### config.mk
export PLATFORM = sky130hd
export DESIGN_NAME = pong_game_ctrl
export DESIGN_NICKNAME = d
export VERILOG_FILES = /design/src/rtl/pong_game_ctrl.sv
export SDC_FILE = /design/constraint.sdc
export NUM_CORES = 1
export LEC_CHECK = 0
export CORE_MARGIN = 3
export CORE_UTILIZATION = 60
export CTS_BUF_LIST = sky130_fd_sc_hd__clkbuf_4 sky130_fd_sc_hd__clkbuf_8
export DETAILED_ROUTE_END_ITERATION = 6
export GPL_ROUTABILITY_DRIVEN = 0
export HOLD_SLACK_MARGIN = 0.05
export PLACE_DENSITY = 0.83
export SYNTH_ARGS = -nofsm -noshare
export SYNTH_HDL_FRONTEND = slang
export SYNTH_SLANG_ARGS = --single-unit
### constraint.sdc
create_clock -name i_CLK -period 7.9 [get_ports i_CLK]
set_input_delay 0.79 -clock i_CLK [delete_from_list [all_inputs] [get_ports i_CLK]]
set_output_delay 0.79 -clock i_CLK [all_outputs]
set_load 0.01 [all_outputs]
### src/rtl/pong_game_ctrl.sv
// Pong game controller: serve/play/score FSM with paddle and ball kinematics,
// advanced once per frame tick.
module pong_game_ctrl #(
    parameter int unsigned H_ACTIVE     = 640,
    parameter int unsigned V_ACTIVE     = 480,
    parameter int unsigned PADDLE_W     = 8,
    parameter int unsigned PADDLE_H     = 64,
    parameter int unsigned BALL_SZ      = 8,
    parameter int unsigned P1_X         = 10,
    parameter int unsigned P2_X         = 622,
    parameter int unsigned PADDLE_SPD   = 4,
    parameter int unsigned BALL_SPD     = 2,
    parameter int unsigned SERVE_FRAMES = 60,
    parameter int unsigned WIN_SCORE    = 9
) (
    input  logic       i_CLK,
    input  logic       i_RST,
    input  logic       i_frame_tick,
    input  logic       i_p1_up,
    input  logic       i_p1_dn,
    input  logic       i_p2_up,
    input  logic       i_p2_dn,
    input  logic       i_start,
    output logic [9:0] o_p1_y,
    output logic [9:0] o_p2_y,
    output logic [9:0] o_ball_x,
    output logic [9:0] o_ball_y,
    output logic [3:0] o_score1,
    output logic [3:0] o_score2,
    output logic [1:0] o_state,
    output logic       o_game_over
);

    localparam logic [1:0] ST_IDLE  = 2'd0;
    localparam logic [1:0] ST_SERVE = 2'd1;
    localparam logic [1:0] ST_PLAY  = 2'd2;
    localparam logic [1:0] ST_OVER  = 2'd3;

    localparam int unsigned CW  = 11;
    localparam int unsigned SCW = (SERVE_FRAMES > 1) ? $clog2(SERVE_FRAMES) : 1;

    localparam logic [CW-1:0] H_B     = CW'(H_ACTIVE);
    localparam logic [CW-1:0] V_B     = CW'(V_ACTIVE);
    localparam logic [CW-1:0] SZ_B    = CW'(BALL_SZ);
    localparam logic [CW-1:0] PH_B    = CW'(PADDLE_H);
    localparam logic [CW-1:0] PSPD_B  = CW'(PADDLE_SPD);
    localparam logic [CW-1:0] BSPD_B  = CW'(BALL_SPD);
    localparam logic [CW-1:0] L_EDGE  = CW'(P1_X + PADDLE_W);
    localparam logic [CW-1:0] P2X_B   = CW'(P2_X);
    localparam logic [CW-1:0] R_EDGE  = CW'(P2_X - BALL_SZ);
    localparam logic [CW-1:0] Y_MAX   = CW'(V_ACTIVE - PADDLE_H);
    localparam logic [CW-1:0] BALL_X0 = CW'((H_ACTIVE - BALL_SZ) / 2);
    localparam logic [CW-1:0] BALL_Y0 = CW'((V_ACTIVE - BALL_SZ) / 2);
    localparam logic [CW-1:0] PAD_Y0  = CW'((V_ACTIVE - PADDLE_H) / 2);
    localparam logic [SCW-1:0] SERVE_LAST = SCW'(SERVE_FRAMES - 1);
    localparam logic [3:0]    WIN_B   = 4'(WIN_SCORE);

    logic [1:0]    state_q, state_d;
    logic [CW-1:0] p1_y_q, p1_y_d, p2_y_q, p2_y_d;
    logic [CW-1:0] ball_x_q, ball_x_d, ball_y_q, ball_y_d;
    logic          dx_q, dx_d, dy_q, dy_d;
    logic [3:0]    score1_q, score1_d, score2_q, score2_d;
    logic [SCW-1:0] cnt_q, cnt_d;
    logic          game_over_q;
    logic          run_q;

    logic          tick_en;
    logic          ov1, ov2;
    logic          serve_en, serve_dx;

    // One paddle step with clamping to the playfield
    function automatic logic [CW-1:0] paddle_next(input logic [CW-1:0] y,
                                                  input logic up, input logic dn);
        paddle_next = y;
        if (up && !dn) begin
            paddle_next = (y < PSPD_B) ? '0 : y - PSPD_B;
        end else if (dn && !up) begin
            paddle_next = (y + PSPD_B > Y_MAX) ? Y_MAX : y + PSPD_B;
        end
    endfunction

    assign tick_en = i_frame_tick && run_q;

    // Next-state logic: FSM, paddles, ball and scoring on each accepted tick
    always_comb begin
        state_d  = state_q;
        p1_y_d   = p1_y_q;
        p2_y_d   = p2_y_q;
        ball_x_d = ball_x_q;
        ball_y_d = ball_y_q;
        dx_d     = dx_q;
        dy_d     = dy_q;
        score1_d = score1_q;
        score2_d = score2_q;
        cnt_d    = cnt_q;
        serve_en = 1'b0;
        serve_dx = 1'b1;
        // overlap uses paddle positions from before this tick's move
        ov1 = (ball_y_q + SZ_B > p1_y_q) && (ball_y_q < p1_y_q + PH_B);
        ov2 = (ball_y_q + SZ_B > p2_y_q) && (ball_y_q < p2_y_q + PH_B);

        if (tick_en) begin
            case (state_q)
                ST_IDLE: begin
                    if (i_start) begin
                        state_d  = ST_SERVE;
                        serve_en = 1'b1;
                    end
                end
                ST_SERVE: begin
                    p1_y_d = paddle_next(p1_y_q, i_p1_up, i_p1_dn);
                    p2_y_d = paddle_next(p2_y_q, i_p2_up, i_p2_dn);
                    if (cnt_q == SERVE_LAST) begin
                        state_d = ST_PLAY;
                    end else begin
                        cnt_d = cnt_q + SCW'(1);
                    end
                end
                ST_PLAY: begin
                    p1_y_d = paddle_next(p1_y_q, i_p1_up, i_p1_dn);
                    p2_y_d = paddle_next(p2_y_q, i_p2_up, i_p2_dn);
                    // vertical axis: walls
                    if (!dy_q) begin
                        if (ball_y_q < BSPD_B) begin
                            ball_y_d = '0;
                            dy_d     = 1'b1;
                        end else begin
                            ball_y_d = ball_y_q - BSPD_B;
                        end
                    end else if (ball_y_q + SZ_B + BSPD_B > V_B) begin
                        ball_y_d = V_B - SZ_B;
                        dy_d     = 1'b0;
                    end else begin
                        ball_y_d = ball_y_q + BSPD_B;
                    end
                    // horizontal axis: paddle hit wins over a miss
                    if (!dx_q) begin
                        if (ball_x_q <= L_EDGE + BSPD_B && ball_x_q >= L_EDGE && ov1) begin
                            ball_x_d = L_EDGE;
                            dx_d     = 1'b1;
                        end else if (ball_x_q < BSPD_B) begin
                            score2_d = (score2_q < WIN_B) ? score2_q + 4'd1 : score2_q;
                            state_d  = (score2_d == WIN_B) ? ST_OVER : ST_SERVE;
                            serve_en = 1'b1;
                            serve_dx = 1'b0;
                        end else begin
                            ball_x_d = ball_x_q - BSPD_B;
                        end
                    end else begin
                        if (ball_x_q + SZ_B + BSPD_B >= P2X_B && ball_x_q + SZ_B <= P2X_B && ov2) begin
                            ball_x_d = R_EDGE;
                            dx_d     = 1'b0;
                        end else if (ball_x_q + SZ_B + BSPD_B > H_B) begin
                            score1_d = (score1_q < WIN_B) ? score1_q + 4'd1 : score1_q;
                            state_d  = (score1_d == WIN_B) ? ST_OVER : ST_SERVE;
                            serve_en = 1'b1;
                            serve_dx = 1'b1;
                        end else begin
                            ball_x_d = ball_x_q + BSPD_B;
                        end
                    end
                end
                default: begin
                    if (i_start) begin
                        state_d  = ST_SERVE;
                        score1_d = '0;
                        score2_d = '0;
                        serve_en = 1'b1;
                    end
                end
            endcase

            // any miss or start recentres the ball; it also stays centred while OVER
            if (serve_en) begin
                ball_x_d = BALL_X0;
                ball_y_d = BALL_Y0;
                cnt_d    = '0;
                dx_d     = serve_dx;
                dy_d     = 1'b1;
            end
        end
    end

    // Game state registers
    always_ff @(posedge i_CLK or posedge i_RST) begin
        if (i_RST) begin
            state_q     <= ST_IDLE;
            p1_y_q      <= PAD_Y0;
            p2_y_q      <= PAD_Y0;
            ball_x_q    <= BALL_X0;
            ball_y_q    <= BALL_Y0;
            dx_q        <= 1'b1;
            dy_q        <= 1'b1;
            score1_q    <= '0;
            score2_q    <= '0;
            cnt_q       <= '0;
            game_over_q <= 1'b0;
        end else begin
            state_q     <= state_d;
            p1_y_q      <= p1_y_d;
            p2_y_q      <= p2_y_d;
            ball_x_q    <= ball_x_d;
            ball_y_q    <= ball_y_d;
            dx_q        <= dx_d;
            dy_q        <= dy_d;
            score1_q    <= score1_d;
            score2_q    <= score2_d;
            cnt_q       <= cnt_d;
            game_over_q <= (state_d == ST_OVER);
        end
    end

    // Blocks the tick in the first cycle after reset release
    always_ff @(posedge i_CLK or posedge i_RST) begin
        if (i_RST) begin
            run_q <= 1'b0;
        end else begin
            run_q <= 1'b1;
        end
    end

    assign o_p1_y      = 10'(p1_y_q);
    assign o_p2_y      = 10'(p2_y_q);
    assign o_ball_x    = 10'(ball_x_q);
    assign o_ball_y    = 10'(ball_y_q);
    assign o_score1    = score1_q;
    assign o_score2    = score2_q;
    assign o_state     = state_q;
    assign o_game_over = game_over_q;

endmodule

# Word level (Yosys, flattened, before mapping)

Index checks and enable logic that the tools add are counted.

Flip-flop bits (word level): 64
Input port bits: 8

Add/sub/neg operators: 17
Order comparisons: 18
Equality and inequality tests: 15
Mux-type cells: 67
Bitwise gates (word level): 1
Reduce and logical (&&, ||, !) cells: 30

Operators with widths:

| cell                                                             | number |
|---|---|
| two-way mux 11 bit                                               | 20 |
| adder 11 x 2 -> 11 bit (second input constant)                   | 4 |
| two-way mux 4 bit                                                | 9 |
| greater-than comparator 11 x 9 -> 1 bit (second input constant)  | 3 |
| adder 11 x 3 -> 11 bit (second input constant)                   | 2 |
| adder 11 x 4 -> 11 bit (second input constant)                   | 2 |
| adder 11 x 7 -> 11 bit (second input constant)                   | 2 |
| greater-than comparator 11 bit                                   | 2 |
| < comparator 11 bit                                              | 2 |
| < comparator 11 x 2 -> 1 bit (second input constant)             | 2 |
| < comparator 11 x 3 -> 1 bit (second input constant)             | 2 |
| subtractor 11 x 2 -> 11 bit (second input constant)              | 2 |
| subtractor 11 x 3 -> 11 bit (second input constant)              | 2 |
| two-way mux 1 bit                                                | 21 |
| two-way mux 2 bit                                                | 10 |
| two-way mux 6 bit                                                | 3 |
| one-hot mux 4 bit (2 select lines)                               | 2 |
| != test 2 bit (second input constant)                            | 6 |
| AND reduction 6 bit                                              | 2 |
| >= comparator 11 x 10 -> 1 bit (second input constant)           | 1 |
| >= comparator 11 x 5 -> 1 bit (second input constant)            | 1 |
| greater-than comparator 11 x 10 -> 1 bit (second input constant) | 1 |
| <= comparator 11 x 10 -> 1 bit (second input constant)           | 1 |
| <= comparator 11 x 5 -> 1 bit (second input constant)            | 1 |
| 20 further kinds                                                 | 45 |

# Depth between registers and ports, before layout

Gate-level depths: netlist of run 1.

Word-level depth: 11
Gate-level depth with buffers: 15
Mapped depth without buffers: 14

# Least setup slack after synthesis of run 1

No wires, ideal clock.

Kind: reg2reg
From: register ball_y_q[7]
To: register score2_q[0] (netlist: o_score2[0])
Setup time: 125 ps
Arrival: 3287 ps
Slack: 4488 ps
Cell stages (with the launch flop): 13
Path buffers: 1
Period minus slack after synthesis: 3412 ps
Cells stage by stage: dfstp_2 clkbuf_2 nand3_1 nor3_2 xnor2_1 ha_1 a211o_1 nand2b_1 o221ai_1 nand3_1 a21boi_0 o21ai_0 mux2_2

Cells in the longest elaborated chain, start to end: 6
Elaborated cells between the ends (all ways): 7
Those cells by class: add/sub (1); order compare (2); eq/ne (1); reduce/logical (3)

Ends and longest elaborated chain:

| element                         | line | source |
|---|---|---|
| start, declared                 | 60   | `logic [CW-1:0] ball_x_q, ball_x_d, ball_y_q, ball_y_d;` |
| start signal, assigned          | 203  | `ball_y_q <= ball_y_d;` |
| adder 11 x 4 -> 11 bit          | 99   | `ov1 = (ball_y_q + SZ_B > p1_y_q) && (ball_y_q < p1_y_q + PH_B);` |
| greater-than comparator 11 bit  | 99   |  |
| logical AND 1 bit *             | 99   |  |
| logical AND 1 bit *             | 138  | `if (ball_x_q <= L_EDGE + BSPD_B && ball_x_q >= L_EDGE && ov1) begin` |
| != test 2 bit (no line) *       | n/a  |  |
| AND reduction 6 bit (no line) * | n/a  |  |
| end signal, assigned            | 207  | `score2_q <= score2_d;` |
| end, declared                   | 62   | `logic [3:0] score1_q, score1_d, score2_q, score2_d;` |

Mark *: on every way between the ends. The rest lies on a longest branch, timed or not.
A chain may end at the register's enable or synchronous reset.

# Final worst setup path of run 1

From: register ball_y_q[5]
To: register dy_q

Cells in the longest elaborated chain, start to end: 10
Elaborated cells between the ends (all ways): 24
Those cells by class: add/sub (2); order compare (6); mux (10); reduce/logical (6)

Ends and longest elaborated chain:

| element                                                                         | line | source |
|---|---|---|
| parallel branches: the longest is 10 deep, another holds adder 11 x 4 -> 11 bit | n/a  |  |
| end signal, assigned                                                            | 205  | `dy_q <= dy_d;` |
| end, declared                                                                   | 61   | `logic dx_q, dx_d, dy_q, dy_d;` |

Several ways; the timed one is not identified. The select of a mux whose other input is x is not followed.

==> out/qor.txt, run 1 <==
Max Cap Violations: 0
Chip height: 112 µm
Final HPWL DP: 12.8 mm
Synth cell types: 96
DRT Pass-1 Iters: 6
Sequential cell fraction of total power: 25.6%
Post-synthesis adder-cell area fraction: 12.4%
Vias in the first global route: 5925
Critical-path cell list: nand3_1, nor3_2, xnor2_1, ha_1, o21a_1, o221ai_1, nor3_1, o221ai_1, and2_1, o31ai_4, nand2_2, o32a_1
Sum Neg Setup Slack: 0 ns
# resized after CTS: 0
Initial antenna violation count: 0
XOR/XNOR share of the synthesized area: 5.30%
Max VDD drop: 0.194 mV
Vias/cell: 6.65
I/O Buffers: 52
Gate power share: 64.1%
Clock Skew: 0.00464 ns
Post-CTS setup buffer count: 0
Synth warn: 0
Share of the synthesized area in the top cell type: 15.0%
Largest net degree at the start of global routing: 59
Async set-reset flop share out of synthesis: 100%
Post-Syn Instances: 839
CP arrival: 4.51 ns
Switching power: 1.41 mW
RSZ-0062 raised after global routing: no
Sw frac: 50.8%
H-tree level count: 3
Fmax: 0.237 GHz
Avg Cell Area, Syn: 7.97 µm²
N_diodes: 0
Num ports: 59
GRT met3 Usage: 5.22%
Number of placement rows: 37
Worst-Skew Late Latency: 0.35 ns
Required @ worst endpoint: 8.18 ns
Max FO, Critical Path: 17
Worst slew margin: 38.2%
DRC: 0
Hold Crit Class: reg -> reg
Final-report hold violation count: 0
Slowest cell delay on critical path: 0.72 ns
TritonCTS Buffers: 9
Worst-Margin Slew: 0.921 ns
Multiplexer share of the synthesized area: 0.637%
Seq/Total Area, Yosys: 22.1%
Synth Area in Compound Gates: 25.4%
CTS tree: yes
CP max stage cell: dfstp_2
Grt met2 use: 46.6%
Slew Limit Fails: 0
Synth top area cells: dfrtp_1 (15%), ha_1 (12%), dfstp_2 (7.1%)
Critical Path Source Type: flop
Number of synthesized flops with an enable pin: 0
WL/cell: 17.8 µm
Drt first-iter violations: 802
Clock Sink Count: 58
Largest family of logic cells by synthesized area: compound AO/OA/AOI/OAI gates
Simple-gate share of the synthesized area: 23.5%
Share of cells above drive strength 1: 8.52%
Yosys top cell by area: dfrtp_1
Mapped Area: 6680 µm²
Area occupied by multi-input gates: 4520 µm²
Top-count cell post-synth: nand2_1
Synth Register Bits: 58
Starting Density: 63.3%
Crit path top cell by count: o221ai_1
GRT Max-Usage Layer: met2
Final Cycle Share: 53.5%
Cts hold-fix bufs: 0
Most frequent cells after synthesis: nand2_1 (67), ha_1 (66), nor2_1 (60)
Root Buffer Master: clkbuf_8
Final core utilization: 67.3%
Clock Power Share: 10.3%
Drt total wl: 17.2 mm
Worst setup margin: 3.67 ns
Total GRT Usage: 27.0%
Outcome: complete, no violations
CTS clock-pin slew for the worst setup and hold paths: 0.07 ns
Core Footprint: 10600 µm²
CP Capture Type: flop
Pwr/cell area: 391 nW/µm²
Gr ovfl total: 0
Main synth FF type: dfrtp_1
LEAKAGE: 2.92 nW
Power consumption: 2.77 mW
Synth-to-layout area growth: 6.27%
Vias: 6440
GR Util met1: 34.1%
CP Class: reg -> reg
Fill count: 915
Antenna Nets Post-Route: 0
Die Wd: 112 µm
First-pass GRT wire length: 28.4 mm
Nets: 902
Minimum clock period: 4.23 ns
Pre-CTS setup slack: 3.79 ns
Inst Count DP: 953
P_int: 1.36 mW
Final setup vio count: 0
Die ar.: 12400 µm²
Maximum clock path buffer count: 2
Register Area: 1470 µm²
Finished Layout Cells: 969
-- layout make-up --
| class | instances | area share (%) |
|---|---|---|
| Clock buffer | 11 | 2.04 |
| Clock inverter | 5 | 0.775 |
| Inverter | 56 | 2.98 |
| Multi-Input combinational cell | 650 | 63.6 |
| Sequential cell | 58 | 20.8 |
| Tap cell | 136 | 2.40 |
| Timing Repair Buffer | 53 | 7.43 |
-- flip-flops by register name, summed over array words and instances (netlist names) --
signal	cells
run_q	1
o_score1	4
dx_q	1
dy_q	1
o_game_over	1
o_state	2
o_score2	4
p1_y_q	9
cnt_q	6
ball_x_q	10
p2_y_q	9
ball_y_q	10
-- critical path: cells and delay by family, from the launching register on --
family          cells  cell delay (ns)
compound gates      5             1.55
xor+xnor            1             0.16
fa+ha+maj           1             0.35
flops               1             0.72
simple gates        5             1.38
-- power by group through the flow --
stage | Combinational (mW) | Clock, mW | Sequential [mW]
after floorplan | 1.47 | 0 | 0.551
after CTS | 1.76 | 0.291 | 0.701
final | 1.78 | 0.286 | 0.711
after detailed placement | 1.75 | 0 | 0.705
after global placement | 1.68 | 0 | 0.691
after global routing | 1.96 | 0.306 | 0.737
-- kinds of logic after synthesis --
kind of cell | after synthesis
AO/OA/AOI/OAI | 242
XOR/XNOR | 38
adder cells (fa/ha/maj) | 66
buffers and inverters | 136
flip-flops | 58
multiplexers | 4
other | 2
AND/OR/NAND/NOR | 293
-- layout by cell type (no fill, tap or decap), types with 9 or more instances in the layout --
cell type        instances
clkbuf_8                10
xnor2_1                 23
and2_1                  10
nor4_1                   9
inv_1                   53
o22ai_1                 11
xor2_1                  13
o21ai_0                 44
nor3_1                  23
nor2b_1                  9
nand2_1                 67
a31oi_1                 16
nor2_1                  60
nand4_1                 15
and3_1                   9
nand3_1                 38
clkdlybuf4s50_1         52
ha_1                    66
a21oi_1                 48
dfstp_2                 18
nand2b_1                 9
dfrtp_1                 40
-- metrics by stage --
stage	hold WS [ns]	area, µm²
after floorplan	0.492	6700
after global placement	0.516	6900
after detailed placement	0.544	6900
after CTS	0.554	7100
after global routing	0.582	7100
final	0.550	7100
-- final timing paths --
| kind | to | depth (start not counted) | start | slack, ns |
|---|---|---|---|---|
| max in group asynchronous | ball_x_q[6]$_DFFE_PP0P_ | 3 | i_RST | 6.43 |
| max reg2reg | dy_q$_DFFE_PP1P_ | 12 | ball_y_q[5]$_DFFE_PP1P_ | 3.67 |
| min reg2reg | cnt_q[5]$_DFFE_PP0P_ | 2 | cnt_q[5]$_DFFE_PP0P_ | 0.55 |
| min | cnt_q[5]$_DFFE_PP0P_ | 2 | cnt_q[5]$_DFFE_PP0P_ | 0.55 |
| min in group asynchronous | ball_y_q[4]$_DFFE_PP0P_ | 3 | i_RST | 0.98 |
| max | dy_q$_DFFE_PP1P_ | 12 | ball_y_q[5]$_DFFE_PP1P_ | 3.67 |
-- layer usage --
layer  up-vias  part of all wire [%]
met3        39                   7.3
met2       307                    49
li1       3021                     -
met5         -                     0
met1      3073                    41
met4         0                   2.1
Power figures use the tool's default switching activity.
==> run 2, diff against run 1 <==
--- a/config.mk
+++ b/config.mk
@@ -6,12 +6,12 @@
 export NUM_CORES = 1
 export LEC_CHECK = 0
 export CORE_MARGIN = 3
-export CORE_UTILIZATION = 60
+export CORE_UTILIZATION = 55
 export CTS_BUF_LIST = sky130_fd_sc_hd__clkbuf_4 sky130_fd_sc_hd__clkbuf_8
 export DETAILED_ROUTE_END_ITERATION = 6
 export GPL_ROUTABILITY_DRIVEN = 0
 export HOLD_SLACK_MARGIN = 0.05
-export PLACE_DENSITY = 0.83
+export PLACE_DENSITY = 0.8
 export SYNTH_ARGS = -nofsm -noshare
 export SYNTH_HDL_FRONTEND = slang
 export SYNTH_SLANG_ARGS = --single-unit
==> constraint.sdc (replaced) <==
create_clock -name i_CLK -period 3.64 [get_ports i_CLK]
set_input_delay 0.364 -clock i_CLK [delete_from_list [all_inputs] [get_ports i_CLK]]
set_output_delay 0.364 -clock i_CLK [all_outputs]
set_load 0.01 [all_outputs]
==> out/qor.txt, run 2 (synthesized netlist as in run 1, its figures left out) <==
Critical R2R Launch: ball_y_q[3]$_DFFE_PP1P_ (was ball_y_q[5]$_DFFE_PP1P_)
Chip height: 116 µm (was 112 µm)
CP Class: reg -> reg (unchanged)
Number of placement rows: 39 (was 37)
Vias in the first global route: 6228 (was 5925)
Max VDD drop: 0.454 mV (was 0.194 mV)
Cts hold-fix bufs: 0 (unchanged)
Final HPWL DP: 13.4 mm (was 12.8 mm)
Max FO, Critical Path: 8 (was 17)
Drt first-iter violations: 646 (was 802)
CP max stage cell: dfstp_2 (unchanged)
Clock Sink Count: 58 (unchanged)
Slew Limit Fails: 0 (unchanged)
Core Footprint: 11700 µm² (was 10600 µm²)
I/O Buffers: 52 (unchanged)
RSZ-0062 raised after global routing: yes (was no)
WHS: 0.535 ns (was 0.550 ns)
Area occupied by multi-input gates: 4570 µm² (was 4520 µm²)
Critical-path cell list: buf_4, inv_1, ha_1, ha_1, nand4_1, nor2_1, a211oi_1, o21a_1, o31a_1, and3_4, o31ai_4, nand2_2, o32a_1 (was nand3_1, nor3_2, xnor2_1, ha_1, o21a_1, o221ai_1, nor3_1, o221ai_1, and2_1, o31ai_4, nand2_2, o32a_1)
Most common library cell in the layout ignoring fill and taps: nand2_1 (unchanged)
Register Area: 1470 µm² (unchanged)
Drt total wl: 18.1 mm (was 17.2 mm)
Fill count: 968 (was 915)
DRT Pass-1 Iters: 6 (unchanged)
Sum Neg Setup Slack: 0 ns (unchanged)
DRC: 0 (unchanged)
H-tree level count: 3 (unchanged)
CP Capture Type: flop (unchanged)
Vias: 6560 (was 6440)
R2r worst-path depth: 13 (was 12)
WL/cell: 18.0 µm (was 17.8 µm)
Top cell family by delay on the critical path: compound AO/OA/AOI/OAI gates (unchanged)
Final-report hold violation count: 0 (unchanged)
Switching power: 3.18 mW (was 1.41 mW)
Max Cap Violations: 0 (unchanged)
Largest net degree at the start of global routing: 59 (unchanged)
Die Wd: 116 µm (was 112 µm)
Final setup vio count: 0 (unchanged)
Maximum clock path buffer count: 2 (unchanged)
P_int: 3.08 mW (was 1.36 mW)
Fmax: 0.285 GHz (was 0.237 GHz)
Sequential cell fraction of total power: 22.5% (was 25.6%)
Root Buffer Master: clkbuf_8 (unchanged)
Outcome: complete, no violations (unchanged)
Share of cells above drive strength 1: 12.5% (was 8.52%)
Worst-Skew Late Latency: 0.37 ns (was 0.35 ns)
Pre-CTS setup slack: 0.0417 ns (was 3.79 ns)
TritonCTS Buffers: 9 (unchanged)
Clock Power Share: 9.3% (was 10.3%)
Nets: 930 (was 902)
Crit path top cell by count: ha_1 (was o221ai_1)
Worst setup margin: 0.128 ns (was 3.67 ns)
Initial antenna violation count: 0 (unchanged)
CP arrival: 3.80 ns (was 4.51 ns)
Worst-Margin Slew: 0.874 ns (was 0.921 ns)
Power consumption: 6.26 mW (was 2.77 mW)
Total GRT Usage: 27.0% (about the same)
Gr ovfl total: 0 (unchanged)
LEAKAGE: 3.07 nW (was 2.92 nW)
Required @ worst endpoint: 3.93 ns (was 8.18 ns)
CTS clock-pin slew for the worst setup and hold paths: 0.07 ns (about the same)
Final core utilization: 63.2% (was 67.3%)
Gate power share: 68.1% (was 64.1%)
Minimum clock period: 3.51 ns (was 4.23 ns)
Slowest cell delay on critical path: 0.57 ns (was 0.72 ns)
Starting Density: 57.3% (was 63.3%)
Pwr/cell area: 849 nW/µm² (was 391 nW/µm²)
Setup slack, reg-to-reg: 0.13 ns (was 3.67 ns)
Most frequent cells in the layout: nand2_1 (67), ha_1 (64), nor2_1 (60) (was nand2_1 (67), ha_1 (66), nor2_1 (60))
Die ar.: 13500 µm² (was 12400 µm²)
Top Registers: ball_x_q x10, ball_y_q x10 (unchanged)
Final Cycle Share: 96.5% (was 53.5%)
Critical R2R Capture: dy_q$_DFFE_PP1P_ (unchanged)
Critical Path Source Type: flop (unchanged)
Sw frac: 50.8% (about the same)
Synth-to-layout area growth: 10.2% (was 6.27%)
Hold Crit Class: in -> async (was reg -> reg)
Clock Skew: 0.00929 ns (was 0.00464 ns)
N_diodes: 0 (unchanged)
Num ports: 59 (unchanged)
Antenna Nets Post-Route: 0 (unchanged)
Worst slew margin: 41.4% (was 38.2%)
CP bufs+invs: 2 (was 0)
Vias/cell: 6.53 (was 6.65)
First-pass GRT wire length: 29.8 mm (was 28.4 mm)
CTS tree: yes (unchanged)
## run 2: layer usage
| layer | track usage, % | part of all wire (%) |
|---|---|---|
| met2 | 44.5 | 47 |
| met3 | 5.03 | 7.4 |
| met5 | 0 | 0 |
| met1 | 35.1 | 43 |
| met4 | 10.4 | 2.4 |
## run 2: per-stage QoR
stage	std cells	instance area, µm²
5_1_grt	1004	7370
3_3_place_gp	986	7110
2_1_floorplan	844	6700
3_5_place_dp	986	7110
6_report	1004	7370
4_1_cts	1002	7290
## run 2: how the worst max path moves through the flow
stage                       startpoint                 endpoint  slack (ns)  depth (start not counted)
3_5_place_dp   ball_y_q[3]$_DFFE_PP1P_  ball_x_q[3]$_DFFE_PP1P_        0.04                         13
5_1_grt        ball_y_q[3]$_DFFE_PP1P_         dy_q$_DFFE_PP1P_      -0.001                         13
4_1_cts        ball_y_q[3]$_DFFE_PP1P_  ball_x_q[3]$_DFFE_PP1P_        0.03                         13
2_1_floorplan  ball_y_q[7]$_DFFE_PP1P_  o_score2[0]$_DFFE_PP0P_        0.23                         12
3_3_place_gp   ball_y_q[3]$_DFFE_PP1P_  ball_x_q[3]$_DFFE_PP1P_        0.16                         13
6_report       ball_y_q[3]$_DFFE_PP1P_         dy_q$_DFFE_PP1P_        0.13                         13
## run 2: timing repair
item | CTS | global route
buffers inserted | 0 | 2
endpoints found under the setup margin | 0 | 31
hold endpoints to repair | 0 | 0
resized for setup | 0 | 11
## run 2: final cells by class
type	count	share of cell area [%]
well taps	143	2.43
repair buffers	81	10.2
flip-flops and latches	58	20.0
inverters	56	2.87
clock buffers	12	2.07
clock inverters	4	0.374
multi-input cells	650	62.1
## run 2: worst reg2reg max path: cells and delay by family, from the launching register on
kind	cells	cell delay, ns
buffers and inverters	2	0.22
AND/OR/NAND/NOR	4	0.69
flip-flops	1	0.57
adder cells (fa/ha/maj)	2	0.76
AO/OA/AOI/OAI	5	1.20
## run 2: power groups by stage
stage | Combinational (mW) | Sequential, mW | Clock (mW)
finish | 4.26 | 1.41 | 0.583
global route | 4.71 | 1.45 | 0.615
CTS | 4.13 | 1.39 | 0.583
detailed placement | 4.11 | 1.40 | 0
global placement | 3.95 | 1.38 | 0
floorplan | 3.20 | 1.20 | 0
==> run 3, diff against run 2 <==
--- a/config.mk
+++ b/config.mk
@@ -12,6 +12,7 @@
 export GPL_ROUTABILITY_DRIVEN = 0
 export HOLD_SLACK_MARGIN = 0.05
 export PLACE_DENSITY = 0.8
+export SLEW_MARGIN = 10
 export SYNTH_ARGS = -nofsm -noshare
 export SYNTH_HDL_FRONTEND = slang
 export SYNTH_SLANG_ARGS = --single-unit
==> results of run 3 <==
The final DEF is identical to that of run 2; final timing and power are the same.
==> variant 1: new RTL, settings of run 2 <==
`SERVE_FRAMES`: 60 -> 120.
--- a/src/rtl/pong_game_ctrl.sv
+++ b/src/rtl/pong_game_ctrl.sv
@@ -10,7 +10,7 @@
     parameter int unsigned P2_X         = 622,
     parameter int unsigned PADDLE_SPD   = 4,
     parameter int unsigned BALL_SPD     = 2,
-    parameter int unsigned SERVE_FRAMES = 60,
+    parameter int unsigned SERVE_FRAMES = 120,
     parameter int unsigned WIN_SCORE    = 9
 ) (
     input  logic       i_CLK,
Formal check against the unedited RTL: no difference found for any inputs over 4 cycles, from zero or initial values and one cycle with i_RST high; that may be too few to reach the edited logic, so the function may still have changed.
==> variant 1 against run 2 <==
- the flow now finishes with violations (setup timing)
- sequential share of layout area down 1.6 points
- sequential cell count grew 1
- power fell by 12%
- wire length is 15% higher
- final area grew 10%
- die area grew 1.6%
- setup slack got worse by 0.19 ns
- synthesized area rose by 1.7%
- count of clock-buffer cells in the layout decreased by 2
- largest cell class unchanged
==> variant 1: results (changes against run 2) <==
[global_route]
grt_max_degree = 41  ; was 59
grt_usage_pct = 27.3  ; was 27.0%
grt_pass1_wl_um = 30100  ; was 29800 um
grt_pass1_vias = 6176  ; was 6228

[critical_path]
r2r_start = ball_y_q[5]  ; was ball_y_q[3]
crit_fanout = 5  ; was 8
start_kind = flip-flop  ; unchanged
ff2ff_path_depth = 14  ; was 13

[final_layout]
buffers_excl_clock = 131  ; was 81
area_share_nonclk_buffers_pct = 14.6  ; was 10.2%
multi_input_area_mm2 = 0.00480  ; was 0.00457 mm^2
fill_cells = 926  ; was 968
fin_cells = 1102  ; was 1004
final_nets = 1007  ; was 930
inverters_excl_clock = 60  ; was 56
drive_above_1_share_pct = 17.9  ; was 12.5%
clock_buffers = 10  ; was 12
nMultiInputCombCells = 672  ; was 650
clkCellAreaFrac_pct = 2.71  ; was 2.45%

[placed_design]
dp_hpwl_um = 13600  ; was 13400 um
place_ws_ns = -0.0107  ; was 0.0417 ns
place_area_mm2 = 0.00734  ; was 0.00711 mm^2

[power_and_ir_drop]
p_leak_nw = 3.40  ; was 3.07 nW
power_density_mw_per_mm2 = 680  ; was 849 mW/mm^2

[synth]
synth.top_cells.by_count = 66 x ha_1, 65 x a21oi_1, 62 x nand2_1  ; was 67 x nand2_1, 66 x ha_1, 60 x nor2_1
synth_cells = 872  ; was 839
synth_area_leaders = dfrtp_1 15%, ha_1 12%, dfstp_2 7.0%  ; was dfrtp_1 15%, ha_1 12%, dfstp_2 7.1%
yosysUniqueCellTypes = 84  ; was 96
yosysSeqAreaShare_pct = 22.1  ; about the same

[timing]
setup_viol = 7  ; was 0
fin_setup_tns_ns = -0.225  ; was 0 ns
max_slew_margin_pct = 42.2  ; was 41.4%
setup_slack_ns = -0.0662  ; was 0.128 ns
final.setup_skew_ns = 0.0164  ; was 0.00929 ns

[outcome]
run_status = finished with violations  ; was finished, final reports clean
violations = setup timing

[clock_tree]
clkSinkCount = 59  ; was 58
path_clk_slew_ns = 0.09  ; was 0.07 ns
cts_setup_buffers = 2  ; was 0
cts_inserted_buffers = 9  ; unchanged

[detailed_routing]
drt_iter0_drc = 999  ; was 646
dr_wl_met3_um = 1760  ; was 1350 um
wirelength_um = 20700  ; was 18100 um
avgViaCountPerCell = 6.55  ; was 6.53

variant 1: cell count changes after synthesis, moves of 5 or more:
cell,run 2,this run
a21oi_1,48,65
a22oi_1,6,1
a211oi_1,7,12
nor2b_1,9,14
nand2_1,67,62
o21a_1,6,11
nand4_1,15,26
variant 1: worst max-delay path, cell delays in order (launching register included):
cell	delay, ns
dfstp_2	0.61
and4_4	0.27
nand4_1	0.10
xor2_1	0.25
inv_2	0.11
ha_4	0.26
nand4_1	0.09
nor4_2	0.07
nor4_2	0.31
o2111ai_2	0.24
a32o_2	0.34
a311o_2	0.39
nor3_4	0.26
a21oi_1	0.10
o22a_1	0.23
variant 1: how the worst min path moves through the flow:
stage / to / cells after the start / start
final: ball_y_q[4] / 2 / i_RST
after global routing: ball_y_q[4] / 2 / i_RST
after CTS: ball_y_q[4] / 2 / i_RST
after detailed placement: cnt_q[4] / 1 / cnt_q[4]
after global placement: cnt_q[4] / 1 / cnt_q[4]
after floorplan: cnt_q[4] / 1 / cnt_q[4]
variant 1: power by group:
group	internal (W)	switching (W)	leakage, nW	total [W]
combinational	0.00163	0.00188	2.58	0.00352
clock	0.000394	0.000310	0.106	0.000704
sequential	0.000893	0.000416	0.719	0.00131
total	0.00292	0.00261	3.40	0.00553
variant 1: kinds of logic (layout without fill, tap and decap cells):
group / after synthesis / after routing / share of synthesized area [%]
mux: 6 / 6 / 0.939
flops: 59 / 59 / 22.1
compound gates: 271 / 271 / 27.1
buf+inv: 146 / 207 / 10.9
simple gates: 285 / 285 / 21.6
xor+xnor: 37 / 37 / 5.16
other cells: 2 / 7 / 0.111
fa+ha+maj: 66 / 66 / 12.2
variant 1: routing by layer:
metal	vias up	global-route usage [%]
li1	3302	-
met1	3375	39.8
met2	455	40.2
met3	91	4.63
met4	0	10.3
met5	-	0
==> variant 2: new RTL, flow settings as in run 2 <==
Without the edit above. Add an input register stage for `i_frame_tick`, `i_p1_up`, `i_p1_dn`, `i_p2_up`, `i_p2_dn` and `i_start`, with the module's reset; this delays them by one clock.
--- a/src/rtl/pong_game_ctrl.sv
+++ b/src/rtl/pong_game_ctrl.sv
@@ -55,6 +55,31 @@
     localparam logic [SCW-1:0] SERVE_LAST = SCW'(SERVE_FRAMES - 1);
     localparam logic [3:0]    WIN_B   = 4'(WIN_SCORE);
 
+    logic i_frame_tick_q;
+    logic i_p1_up_q;
+    logic i_p1_dn_q;
+    logic i_p2_up_q;
+    logic i_p2_dn_q;
+    logic i_start_q;
+
+    always_ff @(posedge i_CLK or posedge i_RST) begin
+        if (i_RST) begin
+            i_frame_tick_q <= '0;
+            i_p1_up_q      <= '0;
+            i_p1_dn_q      <= '0;
+            i_p2_up_q      <= '0;
+            i_p2_dn_q      <= '0;
+            i_start_q      <= '0;
+        end else begin
+            i_frame_tick_q <= i_frame_tick;
+            i_p1_up_q      <= i_p1_up;
+            i_p1_dn_q      <= i_p1_dn;
+            i_p2_up_q      <= i_p2_up;
+            i_p2_dn_q      <= i_p2_dn;
+            i_start_q      <= i_start;
+        end
+    end
+
     logic [1:0]    state_q, state_d;
     logic [CW-1:0] p1_y_q, p1_y_d, p2_y_q, p2_y_d;
     logic [CW-1:0] ball_x_q, ball_x_d, ball_y_q, ball_y_d;
@@ -79,7 +104,7 @@
         end
     endfunction
 
-    assign tick_en = i_frame_tick && run_q;
+    assign tick_en = i_frame_tick_q && run_q;
 
     // Next-state logic: FSM, paddles, ball and scoring on each accepted tick
     always_comb begin
@@ -102,14 +127,14 @@
         if (tick_en) begin
             case (state_q)
                 ST_IDLE: begin
-                    if (i_start) begin
+                    if (i_start_q) begin
                         state_d  = ST_SERVE;
                         serve_en = 1'b1;
                     end
                 end
                 ST_SERVE: begin
-                    p1_y_d = paddle_next(p1_y_q, i_p1_up, i_p1_dn);
-                    p2_y_d = paddle_next(p2_y_q, i_p2_up, i_p2_dn);
+                    p1_y_d = paddle_next(p1_y_q, i_p1_up_q, i_p1_dn_q);
+                    p2_y_d = paddle_next(p2_y_q, i_p2_up_q, i_p2_dn_q);
                     if (cnt_q == SERVE_LAST) begin
                         state_d = ST_PLAY;
                     end else begin
@@ -117,8 +142,8 @@
                     end
                 end
                 ST_PLAY: begin
-                    p1_y_d = paddle_next(p1_y_q, i_p1_up, i_p1_dn);
-                    p2_y_d = paddle_next(p2_y_q, i_p2_up, i_p2_dn);
+                    p1_y_d = paddle_next(p1_y_q, i_p1_up_q, i_p1_dn_q);
+                    p2_y_d = paddle_next(p2_y_q, i_p2_up_q, i_p2_dn_q);
                     // vertical axis: walls
                     if (!dy_q) begin
                         if (ball_y_q < BSPD_B) begin
@@ -161,7 +186,7 @@
                     end
                 end
                 default: begin
-                    if (i_start) begin
+                    if (i_start_q) begin
                         state_d  = ST_SERVE;
                         score1_d = '0;
                         score2_d = '0;
Function: changed (a bounded check fails within 4 cycles, from zero or initial values and one cycle with i_RST high).
==> variant 2 against run 2 <==
- clock skew increased by 0.0021 ns
- synthesized area increased by 6.6%
- setup slack got worse by 0.067 ns
- first-iteration DRC count increased by 6.7%
- final area increased by 8.4%
- wire length increased by 6.4%
- maximum frequency decreased by 1.9%
- sequential power decreased by 18%
- power decreased by 32%
- critical path depth increased by 1
- cell count increased by 8.9%
- sequential cell count increased by 6
- critical path type unchanged
==> variant 2: results (changes against run 2) <==
[critical_path]
crit_fanout = 7  ; was 8
cp-endpoint = ball_x_q[9]  ; was dy_q
ff2ff_path_depth = 14  ; was 13
worst_path_largest_cell_delay_ns = 0.63  ; was 0.57 ns
reg2reg_slack_ns = 0.06  ; was 0.13 ns

[detailed_routing]
wl_met2_um = 8840  ; was 8530 um
dr_wl_met3_um = 1370  ; was 1350 um
wirelength_um = 19200  ; was 18100 um
drt_iter0_drc = 689  ; was 646

[global_route]
grt_pass1_wl_um = 31300  ; was 29800 um
grt_max_degree = 24  ; was 59
grt_pass1_vias = 6361  ; was 6228
grt_usage_pct = 26.4  ; was 27.0%

[placed_design]
place_ws_ns = -0.0142  ; was 0.0417 ns
place_area_mm2 = 0.00761  ; was 0.00711 mm^2
dp_hpwl_um = 14200  ; was 13400 um

[power_and_ir_drop]
vdd_ir_drop_max_mv = 0.283  ; was 0.454 mV
p_leak_nw = 3.24  ; was 3.07 nW
p_sw_share_pct = 45.9  ; was 50.8%

[timing]
timing.fmax_ghz = 0.279  ; was 0.285 GHz
max_slew_margin_pct = 56.3  ; was 41.4%
final.setup_skew_ns = 0.0114  ; was 0.00929 ns

[final_layout]
drive_above_1_share_pct = 13.7  ; was 12.5%
final_nets = 994  ; was 930

[outcome]
run_status = finished, final reports clean  ; unchanged

[clock_tree]
cts_setup_buffers = 1  ; was 0

[synth]
synth_area_leaders = dfrtp_1 16%, ha_1 12%, dfstp_2 6.6%  ; was dfrtp_1 15%, ha_1 12%, dfstp_2 7.1%
yosysUniqueCellTypes = 93  ; was 96
yosysSeqAreaShare_pct = 22.8  ; was 22.1%
synth.top_cells.by_count = 72 x nand2_1, 67 x a21oi_1, 66 x ha_1  ; was 67 x nand2_1, 66 x ha_1, 60 x nor2_1

==> variant 2: worst min path at each step <==
stage                             from  cells past startpoint  slack, ns             end
after detailed placement      cnt_q[2]                      1       0.56        cnt_q[2]
after global routing             i_RST                      2       0.41     ball_y_q[1]
after global placement        cnt_q[1]                      2       0.55        cnt_q[1]
after floorplan           i_frame_tick                      0       0.40  i_frame_tick_q
final                            i_RST                      2       0.36     ball_y_q[1]
after CTS                        i_RST                      2       0.36     ball_x_q[9]
==> variant 2: cells by family (layout without fill, tap and decap cells) <==
logic type      after synthesis  in the layout  synth area share (%)
xor+xnor                     37             37                  4.85
fa+ha+maj                    66             66                  11.6
compound gates              277            277                  27.8
other cells                   2              7                 0.105
buf+inv                     154            174                  11.3
flops                        64             64                  22.8
mux                           6              6                 0.860
simple gates                294            294                  20.7
==> variant 2: through the flow <==
stage | util [%] | cells
2_1_floorplan | - | 905
3_3_place_gp | 61.8 | 1073
3_5_place_dp | 61.8 | 1073
4_1_cts | 63.6 | 1090
5_1_grt | 64.9 | 1093
6_report | 64.9 | 1093
==> variant 2: layout make-up <==
type	count	area, um^2	area share (%)
Clock inverter	6	83.8	1.05
Clock buffer	10	131	1.64
Sequential cell	64	1620	20.3
Inverter	60	225	2.82
Timing Repair Buffer	98	873	10.9
Tap cell	168	210	2.63
Multi-Input combinational cell	687	4840	60.6
==> variant 2: power by group through the flow <==
stage                     Clock [W]  Combinational (W)  Sequential, W
after global placement            0            0.00225        0.00116
after global routing       0.000720            0.00263        0.00119
final                      0.000685            0.00239        0.00116
after floorplan                   0            0.00184        0.00103
after detailed placement          0            0.00230        0.00116
after CTS                  0.000693            0.00232        0.00115
==> variant 2: per-layer routing <==
metal	vias to the layer above	track usage [%]
met5	-	0
met4	0	10.1
met3	45	3.96
met2	323	40.5
met1	3351	37.5
li1	3322	-
